<file path="src/rtl/display_scan_controller.sv">
// rtl/display_scan_controller.sv - blanked time-multiplexed digit scan for shared-bus 7-segment displays
module display_scan_controller #(
    parameter int NUM_DIGITS   = 2,
    parameter int DWELL_CYCLES = 2400,
    parameter int BLANK_CYCLES = 240
) (
    input  logic                          clk,
    input  logic                          reset,
    input  logic                          enable,
    input  logic [4*NUM_DIGITS-1:0]       digit_values,
    output logic [3:0]                    hex_out,
    output logic [NUM_DIGITS-1:0]         anode_n,
    output logic [$clog2(NUM_DIGITS)-1:0] digit_idx,
    output logic                          frame_done
);

    localparam int IDX_W   = $clog2(NUM_DIGITS);
    localparam int CNT_MAX = (DWELL_CYCLES > BLANK_CYCLES) ? DWELL_CYCLES : BLANK_CYCLES;
    localparam int CNT_W   = $clog2(CNT_MAX + 1);

    localparam logic [CNT_W-1:0] BLANK_LAST = CNT_W'(BLANK_CYCLES - 1);
    localparam logic [CNT_W-1:0] DWELL_LAST = CNT_W'(DWELL_CYCLES - 1);
    localparam logic [IDX_W-1:0] IDX_LAST   = IDX_W'(NUM_DIGITS - 1);

    localparam logic [1:0] ST_IDLE  = 2'd0;
    localparam logic [1:0] ST_BLANK = 2'd1;
    localparam logic [1:0] ST_DWELL = 2'd2;

    logic [1:0]              state_q, state_d;
    logic [CNT_W-1:0]        cnt_q, cnt_d;
    logic [IDX_W-1:0]        idx_q, idx_d;
    logic [4*NUM_DIGITS-1:0] snap_q, snap_d;
    logic [NUM_DIGITS-1:0]   anode_q, anode_d;
    logic [3:0]              hex_q, hex_d;
    logic                    frame_q, frame_d;

    always_comb begin
        state_d = state_q;
        cnt_d   = cnt_q;
        idx_d   = idx_q;
        snap_d  = snap_q;
        frame_d = 1'b0;
        if (!enable) begin
            // Dropping enable truncates the current dwell without a frame pulse.
            state_d = ST_IDLE;
            cnt_d   = '0;
            idx_d   = '0;
        end else begin
            case (state_q)
                ST_IDLE: begin
                    state_d = ST_BLANK;
                    cnt_d   = '0;
                    idx_d   = '0;
                    snap_d  = digit_values;
                end
                ST_BLANK: begin
                    if (cnt_q == BLANK_LAST) begin
                        state_d = ST_DWELL;
                        cnt_d   = '0;
                    end else begin
                        cnt_d = cnt_q + 1'b1;
                    end
                end
                ST_DWELL: begin
                    if (cnt_q == DWELL_LAST) begin
                        state_d = ST_BLANK;
                        cnt_d   = '0;
                        if (idx_q == IDX_LAST) begin
                            // Re-latching only at the wrap keeps a frame free of tearing.
                            idx_d   = '0;
                            snap_d  = digit_values;
                            frame_d = 1'b1;
                        end else begin
                            idx_d = idx_q + 1'b1;
                        end
                    end else begin
                        cnt_d = cnt_q + 1'b1;
                    end
                end
                default: begin
                    state_d = ST_IDLE;
                    cnt_d   = '0;
                    idx_d   = '0;
                end
            endcase
        end
    end

    // Outputs are derived from next-state values so they change on the same edge as the state.
    always_comb begin
        hex_d = 4'h0;
        for (int k = 0; k < NUM_DIGITS; k++) begin
            anode_d[k] = ~((state_d == ST_DWELL) && (idx_d == IDX_W'(k)));
            if (idx_d == IDX_W'(k)) begin
                hex_d = snap_d[4*k +: 4];
            end
        end
    end

    always_ff @(posedge clk) begin
        if (reset) begin
            state_q <= ST_IDLE;
            cnt_q   <= '0;
            idx_q   <= '0;
            snap_q  <= '0;
            anode_q <= '1;
            hex_q   <= 4'h0;
            frame_q <= 1'b0;
        end else begin
            state_q <= state_d;
            cnt_q   <= cnt_d;
            idx_q   <= idx_d;
            snap_q  <= snap_d;
            anode_q <= anode_d;
            hex_q   <= hex_d;
            frame_q <= frame_d;
        end
    end

    assign hex_out    = hex_q;
    assign anode_n    = anode_q;
    assign digit_idx  = idx_q;
    assign frame_done = frame_q;

endmodule
</file>
<file path="config.mk">
export PLATFORM = sky130hd
export DESIGN_NAME = display_scan_controller
export DESIGN_NICKNAME = d
export VERILOG_FILES = /design/src/rtl/display_scan_controller.sv
export SDC_FILE = /design/constraint.sdc
export NUM_CORES = 1
export LEC_CHECK = 0
export CAP_MARGIN = 20
export CORE_ASPECT_RATIO = 1.2
export CORE_MARGIN = 1.5
export CORE_UTILIZATION = 45
export DETAILED_ROUTE_END_ITERATION = 8
export PLACE_DENSITY = 0.68
export SYNTH_ARGS = -nofsm -noshare
export SYNTH_HDL_FRONTEND = slang
export SYNTH_SLANG_ARGS = --single-unit
</file>
<file path="constraint.sdc">
create_clock -name clk -period 3.95 [get_ports clk]
set_input_delay 0.79 -clock clk [delete_from_list [all_inputs] [get_ports clk]]
set_output_delay 0.79 -clock clk [all_outputs]
set_load 0.005 [all_outputs]
</file>
# ---- Word-level counts from Yosys, hierarchy flattened
# Index checks and enable logic that the tools add are counted.
# W data, S select, Z words.
dict set report word_totals {
  ff_bits 30
  in_bits 11
  out_inout_bits 8
  elab_cells 42
}
dict set report classes {
  addsub 2
  eq_ne 5
  mux 17
  n_bitwise 6
  reduce_logical 5
}
# cell count
set op_table {}
lappend op_table {{$mux W12} 2}
lappend op_table {{$mux W8} 3}
lappend op_table {{$pmux W12 S2} 1}
lappend op_table {{$pmux W8 S2} 1}
lappend op_table {{$add A12 B1 Y12 const B} 1}
lappend op_table {{$eq A12 B12 Y1 const B} 1}
lappend op_table {{$eq A12 B8 Y1 const B} 1}
lappend op_table {{$mux W2} 3}
lappend op_table {{$not A1 Y1} 6}
lappend op_table {{$pmux W2 S3} 1}
lappend op_table {{$eq A2 B2 Y1 const B} 2}
lappend op_table {{$mux W1} 4}
lappend op_table {{$mux W4} 1}
lappend op_table {{$reduce_or A4 Y1} 1}
lappend op_table {{$eq A2 B1 Y1 const B} 1}
lappend op_table {{$logic_and A1 B1 Y1} 2}
lappend op_table {{$logic_not A2 Y1} 1}
lappend op_table {{$pmux W1 S2} 1}
lappend op_table {{$reduce_or A2 Y1} 1}
lappend op_table {{$add A1 B1 Y1 const B} 1}

# ---- Depth between registers and ports, before layout
# Gate-level depths: netlist of the first run.
dict set report logic_depth {
  ltp_word 8
  depth_mapped 7
  ltp_nobuf 7
}

# ---- Least setup slack after synthesis of the first run
# Ideal clock, no wire load.
dict set report synth_timing {
  kind {reg2reg}
  startpoint {register cnt_q[0]}
  endpoint {register hex_q[0] (netlist: hex_out[0])}
  setup_time_ps 121
  arrival_ps 1738
  t_required_ps 3829
  slack_ps 2091
  stages_incl_launch_ff 6
  path_buffers 0
  period_less_slack_ps 1859
  cell_sequence {dfxtp_1 -> ha_1 -> and4b_1 -> nand3_4 -> a211oi_2 -> mux2_2}
}
dict set report synth_between {
  elab_chain_cells 5
  elab_cells_between_ends 8
  classes_between {1 x eq/ne; 7 x mux}
}
# element line_no
set synth_rtl {}
lappend synth_rtl {{from (decl)} 30} ;# logic [CNT_W-1:0] cnt_q, cnt_d;
lappend synth_rtl {{from (signal assigned)} 111} ;# cnt_q <= cnt_d;
lappend synth_rtl {{$eq A12 B12 Y1 *} 65} ;# if (cnt_q == DWELL_LAST) begin
lappend synth_rtl {{$mux W8 / $mux W1 (equally long branches)} 65}
lappend synth_rtl {{$pmux W8 S2 / $pmux W1 S2 (equally long branches)} 49} ;# case (state_q)
lappend synth_rtl {{$mux W8 / $mux W1 (equally long branches)} 43} ;# if (!enable) begin
lappend synth_rtl {{$mux W4 *} 94} ;# if (idx_d == IDX_W'(k)) begin
lappend synth_rtl {{to (signal assigned)} 107} ;# hex_q <= 4'h0;
lappend synth_rtl {{to (signal assigned)} 115} ;# hex_q <= hex_d;
lappend synth_rtl {{to (decl)} 34} ;# logic [3:0] hex_q, hex_d;
# Mark *: on every way between the ends. The rest lies on a longest branch, timed or not.
# A chain may end at the register's enable or synchronous reset.

# ---- Worst setup path after layout of the first run
dict set report layout_timing {
  startpoint {input port enable}
  endpoint {register hex_q[3] (netlist: hex_out[3])}
}
dict set report layout_between {
  elab_chain_cells 2
  elab_cells_between_ends 3
  classes_between {3 x mux}
}
# element line_no
set layout_rtl {}
lappend layout_rtl {{from (decl)} 9} ;# input logic enable,
lappend layout_rtl {{$mux W8 / $mux W1 (equally long branches)} 43}
lappend layout_rtl {{$mux W4 *} 94}
# Marks and branches as above.

==> results of run 1 <==
## metrics by stage
stage / worst slack, ns / cell area (um^2) / utilization
final: 1.74 / 1570 / 0.568
after global routing: 1.65 / 1570 / 0.568
after CTS: 1.74 / 1570 / 0.568
after detailed placement: 1.41 / 1510 / 0.546
after global placement: 1.44 / 1510 / 0.546
after floorplan: 2.09 / 1290 / -
## logic make-up (layout without fill, tap and decap cells)
family                     Yosys count  after routing  share of synthesized area
AOI/OAI and AO/OA                   18             18                      0.128
xor gates and xnor gates            10             10                     0.0678
muxes                                4              4                     0.0349
buffers and inverters                7             32                     0.0233
and+or+nand+nor                     54             54                      0.233
DFF                                 30             30                      0.465
adders and majority gates            5              5                     0.0484
## how the worst min path moves through the flow
| stage | cells after the start | slack (ns) | start | end |
|---|---|---|---|---|
| 4_1_cts | 1 | 0.49 | snap_q[4] | snap_q[4] |
| 5_1_grt | 1 | 0.50 | snap_q[4] | snap_q[4] |
| 3_5_place_dp | 1 | 0.46 | snap_q[1] | snap_q[1] |
| 3_3_place_gp | 1 | 0.46 | snap_q[5] | snap_q[5] |
| 2_1_floorplan | 1 | 0.44 | cnt_q[0] | cnt_q[0] |
| 6_report | 1 | 0.48 | cnt_q[0] | cnt_q[0] |
## cells in the final DEF (no fill, tap or decap), drive strengths merged, types with 2 or more instances in the layout
cell,instances
nand3,6
a41oi,2
ha,5
nor3,2
a31oi,2
clkbuf,7
xnor2,3
a22o,8
nand2,10
nand4,3
dfxtp,30
nor4,2
nor2,21
xor2,7
mux2,4
inv,6
clkdlybuf4s50,18
## synth_stat cells (all sizes together) (2+ instances only)
master,instances
nand3,6
a22o,8
xnor2,3
ha,5
a41oi,2
dfxtp,30
nand4,3
nor3,2
mux2,4
a31oi,2
nor4,2
xor2,7
nand2,10
nor2,21
inv,6
## final cells by class
| cell class | instances | area share |
|---|---|---|
| multi-input combinational | 91 | 0.422 |
| timing repair buffer | 18 | 0.115 |
| inverter | 6 | 0.0144 |
| clock inverter | 1 | 0.00319 |
| sequential | 30 | 0.383 |
| tap | 34 | 0.0272 |
| clock buffer | 7 | 0.0351 |
## sequential cells by signal, summed over array words and instances (netlist names)
name	cells
state_q	2
snap_q	8
digit_idx	1
cnt_q	12
frame_done	1
hex_out	4
anode_n	2
## worst max-delay path: stages
cell and delay (ns):
clkdlybuf4s50_1 0.51, or2b_2 0.33, nor2_1 0.47, a22o_1 0.24
mux2_2 0.14
## metal layers
layer | share of wire | routed length, um
met5 | 0 | 0
met4 | 0.027 | 71
met3 | 0.035 | 91
met2 | 0.51 | 1320
met1 | 0.43 | 1120
## power groups by stage
stage / registers, mW / clock network (mW) / logic (mW)
6_report: 0.314 / 0.190 / 0.0371
3_5_place_dp: 0.321 / 0 / 0.0369
4_1_cts: 0.314 / 0.197 / 0.0374
3_3_place_gp: 0.321 / 0 / 0.0361
2_1_floorplan: 0.320 / 0 / 0.0173
5_1_grt: 0.315 / 0.210 / 0.0410
==> impl_metrics.yaml, run 1 <==
global_routing:
  use_met2: 0.336
  grt_max_degree: 13
  grt_util_all_layers: 0.195
  number_of_global_route_vias_before_repair: 1014
  grt_first_pass_wirelength_um: 4440
  grt_busiest_layer: "met2"
  global_route.usage.met1: 0.214
  grt_overflow_total: 0
  grt.met3_usage: 0.0558
  grt_antenna_before_repair: 0
floorplanning:
  num_rows: 21
  io-pin-count: 19
  design.core.area_um2: 2760
  start_util: 0.468
  dieHeight_um: 61.7
  die_area_um2: 3200
  die_w_um: 51.9
yosys:
  synth-warning-count: 0
  synth_area_um2: 1290
  post_synth_num_cell_types: 34
  synth_top_area_cell: "dfxtp_1"
  seq_area_frac_synth: 0.465
  syn-mean-instance-area_um2: 10.1
  number_of_flops_mapped_to_enable_cells_by_yosys: 0
  synth_flop_cell: "dfxtp_1"
  postSynthRegisterBits: 30
  synth_top_cells_by_area: "dfxtp_1 47%, nor2_1 6.1%, a22o_1 5.4%"
  syn_nets: 144
  postSynthCellCount: 128
  synth_async_sr_flop_share: 0
  yosysTopAreaCellShare: 0.465
final_layout:
  ratio_of_cells_with_drive_above_1_in_the_final_layout: 0.137
  antenna_cells: 0
  multi_input_comb_area_um2: 661
  finalNetCount: 168
  stdcell_count: 187
  area.growth.synth_to_final_pct: 21.3
  num-fill-cells: 269
  final-seq-area_um2: 601
worst_setup_path:
  timing.critical_path.to_type: "register"
  critical_path_peak_fanout: 8
  rrSetupSlack_ns: 1.89
  crit_path_start: "enable"
  critical_path_required_ns: 4.22
  start_kind: "input pin"
  rr_endpoint: "hex_out[1]"
  r2r_start: "cnt_q[0]"
  crit_type: "input pin to register"
  reg2regPathDepth: 5
  endpoint_of_the_worst_setup_timing_path: "hex_out[3]"
  arrival_ns: 2.48
drt:
  drtAntennaViolNets: 0
  totalWireLength_um: 2600
  first_iter_violations: 17
  wl_per_cell_um: 13.9
  vias_per_cell: 5.42
  remaining_drc_errors: 0
  detail_route.first_pass.iterations: 4
  vias: 1013
sta:
  final-max-slew-violation-count: 0
  setup-tns-final_ns: 0
  fin_worst_hold_slack_ns: 0.484
  rsz0062_at_grt: "false"
  clock.fmax_ghz: 0.452
  hold_viol: 0
  fin_skew_ns: 0.00836
  timing_worst_slew_pin_value_ns: 0.596
  fin_crit_sh: 0.560
  worst_slew_margin_rel: 0.601
  finalCriticalPeriod_ns: 2.21
  setup_violations: 0
power:
  total_power_mw: 0.541
  power.leakage_nw: 0.556
  power.share.switching: 0.225
  pwr-share-seq: 0.580
  comb_power_share: 0.068
  largest_vdd_supply_drop_uv: 238
  pwr_density_cell_nw_per_um2: 346
  power.switching_mw: 0.122
  p_int_mw: 0.419
  clock_power_share: 0.351
clock_network:
  tritoncts.num_buffers: 5
  tritoncts: "built"
  clock_sink_count: 30
  ctsResizeCount: 0
  cts_root_buf: "clkbuf_4"
  cts_setup_buffers: 0
  htree_num_levels: 2
  post_cts_hold_buffer_count: 0
  clock_latency_ns: 0.33
  clk_pin_slew_ns: 0.09
  clock_path_buffers: 2
placement:
  gp_routability_congestion: 0.836
  placed_cells_incl_taps: 179
  detailed_place_hpwl_um: 1900
  port-buffer-count: 18
worst_hold_path:
  holdCritPathClass: "register to register"
run_status:
  status: "finished clean"
flow_run:
  cap_violations: 0
(Power assumes the default switching activity.)
==> inputs of run 2 (changes only) <==
Settings changed: PLACE_DENSITY 0.68 to 0.71.
Clock period 3.95 ns to 2.02 ns, I/O delays scaled along.
==> run 2 against run 1 <==
Net effect:
- routed wire length grew 2.3%
- count of clock-buffer cells in the layout unchanged
- die area stayed put
- cell count rose by 7.5%
- critical endpoint is now hex_out[1]
- highest routed layer unchanged
==> impl_metrics.yaml, run 2 (synthesis results as in run 1) <==
worst_setup_path:
  crit_path_start: "state_q[1]"
  reg2regPathDepth: 6
  critical_path_required_ns: 2.24
  start_kind: "register"
  cp_slowest_stage_delay_ns: 0.43
  worstSetupPathDepth: 6
  r2r_start: "state_q[1]"
  crit_type: "register to register"
  critPathSlowestCell: "dfxtp_1"
  path_cells: "inv_1 > ha_1 > nand2_1 > nor2_1 > a211oi_4 > mux2_2"
  timing.critical_path.to_type: "register"
  cpLargestDelayFamily: "flip-flops"
  buffering_stage_count_on_the_worst_path_with_inverters_included: 1
  critical_path_peak_fanout: 5
  arrival_ns: 2.12
final_layout:
  stdcell_count: 201
  num-fill-cells: 246
  layout.cells.most_common_list: "29 x dfxtp_1, 21 x nor2_1, 18 x clkdlybuf4s50_1, 13 x buf_4, 10 x nand2_1"
  largest_reg_flops: 12
  area.growth.synth_to_final_pct: 34.8
  ratio_of_cells_with_drive_above_1_in_the_final_layout: 0.240
  finalNetCount: 182
  registers.top_by_ff_count: "cnt_q"
  multi_input_comb_area_um2: 701
  layout_commonest_cell: "dfxtp_1"
  postLayoutCellArea_um2: 1740
  final-seq-area_um2: 602
  antenna_cells: 0
floorplanning:
  dieHeight_um: 61.7
  io-pin-count: 19
  die_area_um2: 3200
  start_util: 0.468
  design.core.area_um2: 2760
  num_rows: 21
  die_w_um: 51.9
sta:
  worst_slew_margin_rel: 0.773
  fin_skew_ns: 0.0167
  finalCriticalPeriod_ns: 1.90
  setup-tns-final_ns: 0
  final-max-slew-violation-count: 0
  clock.fmax_ghz: 0.526
  hold_viol: 0
  fin_crit_sh: 0.940
  timing_worst_slew_pin_value_ns: 0.337
  fin_worst_hold_slack_ns: 0.483
  setup_violations: 0
clock_network:
  tritoncts.num_buffers: 5
  clk_pin_slew_ns: 0.09
  clock_sink_count: 30
  tritoncts: "built"
  htree_num_levels: 2
  cts_root_buf: "clkbuf_4"
  cts_setup_buffers: 0
  clock_latency_ns: 0.34
  clock_path_buffers: 2
drt:
  wl_per_cell_um: 13.2
  drtAntennaViolNets: 0
  detail_route.first_pass.iterations: 4
  vias: 1076
  first_iter_violations: 15
  remaining_drc_errors: 0
  vias_per_cell: 5.35
  totalWireLength_um: 2660
placement:
  gp_routability_congestion: 0.797
  port-buffer-count: 18
  detailed_place_hpwl_um: 2010
  dpl-instance-area_um2: 1620
  placed_cells_incl_taps: 193
global_routing:
  grt_first_pass_wirelength_um: 4330
  grt_max_degree: 13
  grt_overflow_total: 0
  grt_util_all_layers: 0.188
  number_of_global_route_vias_before_repair: 1098
  grt_antenna_before_repair: 0
power:
  largest_vdd_supply_drop_uv: 537
  power.leakage_nw: 0.641
  pwr_density_cell_nw_per_um2: 664
run_status:
  status: "finished clean"
worst_hold_path:
  hold_depth: 1
  holdCritPathClass: "register to register"
  min_from: "snap_q[4]"
flow_run:
  cap_violations: 0
[run 2: through the flow]
stage	utilization	setup WS, ns	total power [mW]
after floorplan	-	0.161	0.660
after global placement	0.589	0.00181	0.704
after detailed placement	0.589	-0.0581	0.707
after CTS	0.616	0.0706	1.17
after global routing	0.631	-0.00769	1.20
final	0.631	0.120	1.16
[run 2: power breakdown]
part | switching (mW) | internal, mW | leakage, nW | total, mW
Combinational | 0.0309 | 0.0505 | 0.357 | 0.0814
Clock | 0.199 | 0.262 | 0.0395 | 0.461
Sequential | 0.00589 | 0.608 | 0.244 | 0.614
Total | 0.235 | 0.921 | 0.641 | 1.16
[run 2: area by class of cell]
type / instances / area share
multi-input combinational: 91 / 0.403
timing repair buffer: 32 / 0.171
clock buffer: 7 / 0.0259
tap: 34 / 0.0244
inverter: 6 / 0.0129
clock inverter: 1 / 0.0173
sequential: 30 / 0.346
[run 2: final timing paths]
check	to	slack [ns]
worst max-delay path	hex_out[1]	0.12
worst min-delay path	snap_q[4]	0.48
worst max register to register	hex_out[1]	0.12
worst min register to register	snap_q[4]	0.48
[run 2: timing repair]
action,in CTS,in global routing
endpoints found under the setup margin,0,6
gates resized for setup,0,8
hold buffers,0,0
[run 2: routing by layer]
metal | vias up | share of wire | wire (um) | track usage
met2 | 31 | 0.54 | 1430 | 0.342
met3 | 5 | 0.042 | 113 | 0.0558
met1 | 513 | 0.40 | 1060 | 0.184
met5 | - | 0 | 0 | 0
li1 | 527 | - | - | -
met4 | 0 | 0.019 | 51 | 0.124
==> inputs of run 3 (changes only) <==
Settings changed: CELL_PAD_IN_SITES_DETAIL_PLACEMENT set to 1, CELL_PAD_IN_SITES_GLOBAL_PLACEMENT set to 2, CORE_MARGIN 1.5 to unset, CORE_UTILIZATION 45 to 30, PLACE_DENSITY 0.71 to unset, PLACE_DENSITY_LB_ADDON set to 0.1.
==> run 3 against run 2 <==
Net effect:
- largest power group unchanged
- combinational power is 4.4% higher
- first-iteration DRC count up 47%
- worst setup slack got worse by 0.018 ns
- clock skew decreased by 0.010 ns
- critical path type unchanged
- register-to-register slack worse by 0.02 ns
- via count grew 0.28%
- power grew 3.9%
- global-route usage fell by 2.9 points
- die area increased by 43%
- maximum frequency shrank 0.95%
- worst hold slack worse by 0.0076 ns
==> impl_metrics.yaml, run 3 (synthesis results as in run 1) <==
sta:
  final-max-slew-violation-count: 0
  setup_violations: 0
  clock.fmax_ghz: 0.521
  timing_worst_slew_pin_value_ns: 0.510
  fin_skew_ns: 0.00640
  worst_slew_margin_rel: 0.657
  hold_viol: 0
  fin_crit_sh: 0.949
  postLayoutSetupSlackWorst_ns: 0.102
  finalCriticalPeriod_ns: 1.92
  fin_worst_hold_slack_ns: 0.475
  setup-tns-final_ns: 0
worst_hold_path:
  hold_depth: 1
  min_from: "snap_q[2]"
  worst_hold_path_ep: "snap_q[2]"
  holdCritPathClass: "register to register"
clock_network:
  clock_sink_count: 30
  clock_latency_ns: 0.28
  tritoncts: "built"
  clock_path_buffers: 2
  tritoncts.num_buffers: 5
  clk_pin_slew_ns: 0.07
  cts_root_buf: "clkbuf_8"
  post_cts_hold_buffer_count: 0
  htree_num_levels: 2
global_routing:
  number_of_global_route_vias_before_repair: 1160
  grt_busiest_layer: "met2"
  use_met2: 0.258
  global_route.usage.met1: 0.188
  grt_antenna_before_repair: 0
  grt_first_pass_wirelength_um: 5220
  grt_overflow_total: 0
  grt_max_degree: 13
  grt_util_all_layers: 0.158
  grt.met3_usage: 0.0563
drt:
  drtAntennaViolNets: 0
  vias_per_cell: 4.80
  totalWireLength_um: 3090
  remaining_drc_errors: 0
  vias: 1079
  detail_route.first_pass.iterations: 4
  first_iter_violations: 22
  wl_per_cell_um: 13.7
placement:
  detailed_place_hpwl_um: 2350
  dpl-instance-area_um2: 1670
  gp_routability_congestion: 0.804
  dp_slack_ns: -0.0231
  port-buffer-count: 18
  placed_cells_incl_taps: 216
final_layout:
  stdcell_count: 225
  layout_commonest_cell: "dfxtp_1"
  end_of_flow_core_utilization: 0.449
  multi_input_comb_area_um2: 694
  finalNetCount: 186
  num-fill-cells: 453
  ratio_of_cells_with_drive_above_1_in_the_final_layout: 0.269
  final-seq-area_um2: 604
  area.growth.synth_to_final_pct: 40.3
  antenna_cells: 0
  registers.top_by_ff_count: "cnt_q"
  largest_reg_flops: 12
  layout.cells.most_common_list: "27 x dfxtp_1, 21 x nor2_1, 18 x clkdlybuf4s50_1, 17 x buf_4, 10 x nand2_1"
  postLayoutCellArea_um2: 1810
worst_setup_path:
  critical_path_required_ns: 2.19
  arrival_ns: 2.09
  rrSetupSlack_ns: 0.10
  critical_path_peak_fanout: 4
  reg2regPathDepth: 5
  crit_type: "register to register"
  start_kind: "register"
  timing.critical_path.to_type: "register"
  rr_endpoint: "anode_n[1]"
  r2r_start: "cnt_q[9]"
floorplanning:
  dieHeight_um: 73.9
  start_util: 0.320
  die_area_um2: 4570
  die_w_um: 61.9
  design.core.area_um2: 4040
  io-pin-count: 19
  num_rows: 25
power:
  pwr_density_cell_nw_per_um2: 663
  total_power_mw: 1.20
  power.leakage_nw: 0.693
  largest_vdd_supply_drop_uv: 459
run_status:
  status: "finished clean"
flow_run:
  cap_violations: 0
[run 3: power by group]
part	internal, mW	leakage, nW	total (mW)	switching, mW
registers	0.608	0.246	0.614	0.00549
clock network	0.273	0.0472	0.503	0.229
logic	0.0530	0.400	0.0850	0.0320
total	0.934	0.693	1.20	0.267
[run 3: final cells by class]
cell class                 instances  share of cell area
clock inverter                     2             0.00691
multi-input combinational         91               0.383
sequential                        30               0.334
tap                               54              0.0373
clock buffer                       6              0.0456
inverter                           6              0.0124
timing repair buffer              36               0.181
[run 3: how the worst max path moves through the flow]
stage / cells past startpoint / from / slack, ns / end
2_1_floorplan: 5 / cnt_q[0] / 0.16 / hex_out[0]
3_3_place_gp: 5 / enable / 0.03 / hex_out[0]
3_5_place_dp: 5 / enable / -0.02 / hex_out[1]
4_1_cts: 6 / state_q[1] / 0.006 / hex_out[1]
5_1_grt: 5 / cnt_q[9] / -0.02 / anode_n[1]
6_report: 5 / cnt_q[9] / 0.10 / anode_n[1]
[run 3: what timing repair did]
action	CTS	global route
endpoints found under the setup margin	0	5
buffers inserted	0	1
gates resized for setup	0	8
[run 3: routing by layer]
metal / wire, um / share of wire / vias up
met2: 1580 / 0.51 / 22
met1: 1380 / 0.45 / 514
met5: 0 / 0 / -
met4: 21 / 0.0068 / 0
li1: - / - / 539
met3: 111 / 0.036 / 4
[run 3: worst max-delay path, cell delays in order, from the launching register on]
cell and delay [ns]:
dfxtp_2 0.35, or4_4 0.57, o41ai_4 0.39, a31oi_2 0.09
nor4_2 0.32, nand2b_1 0.09
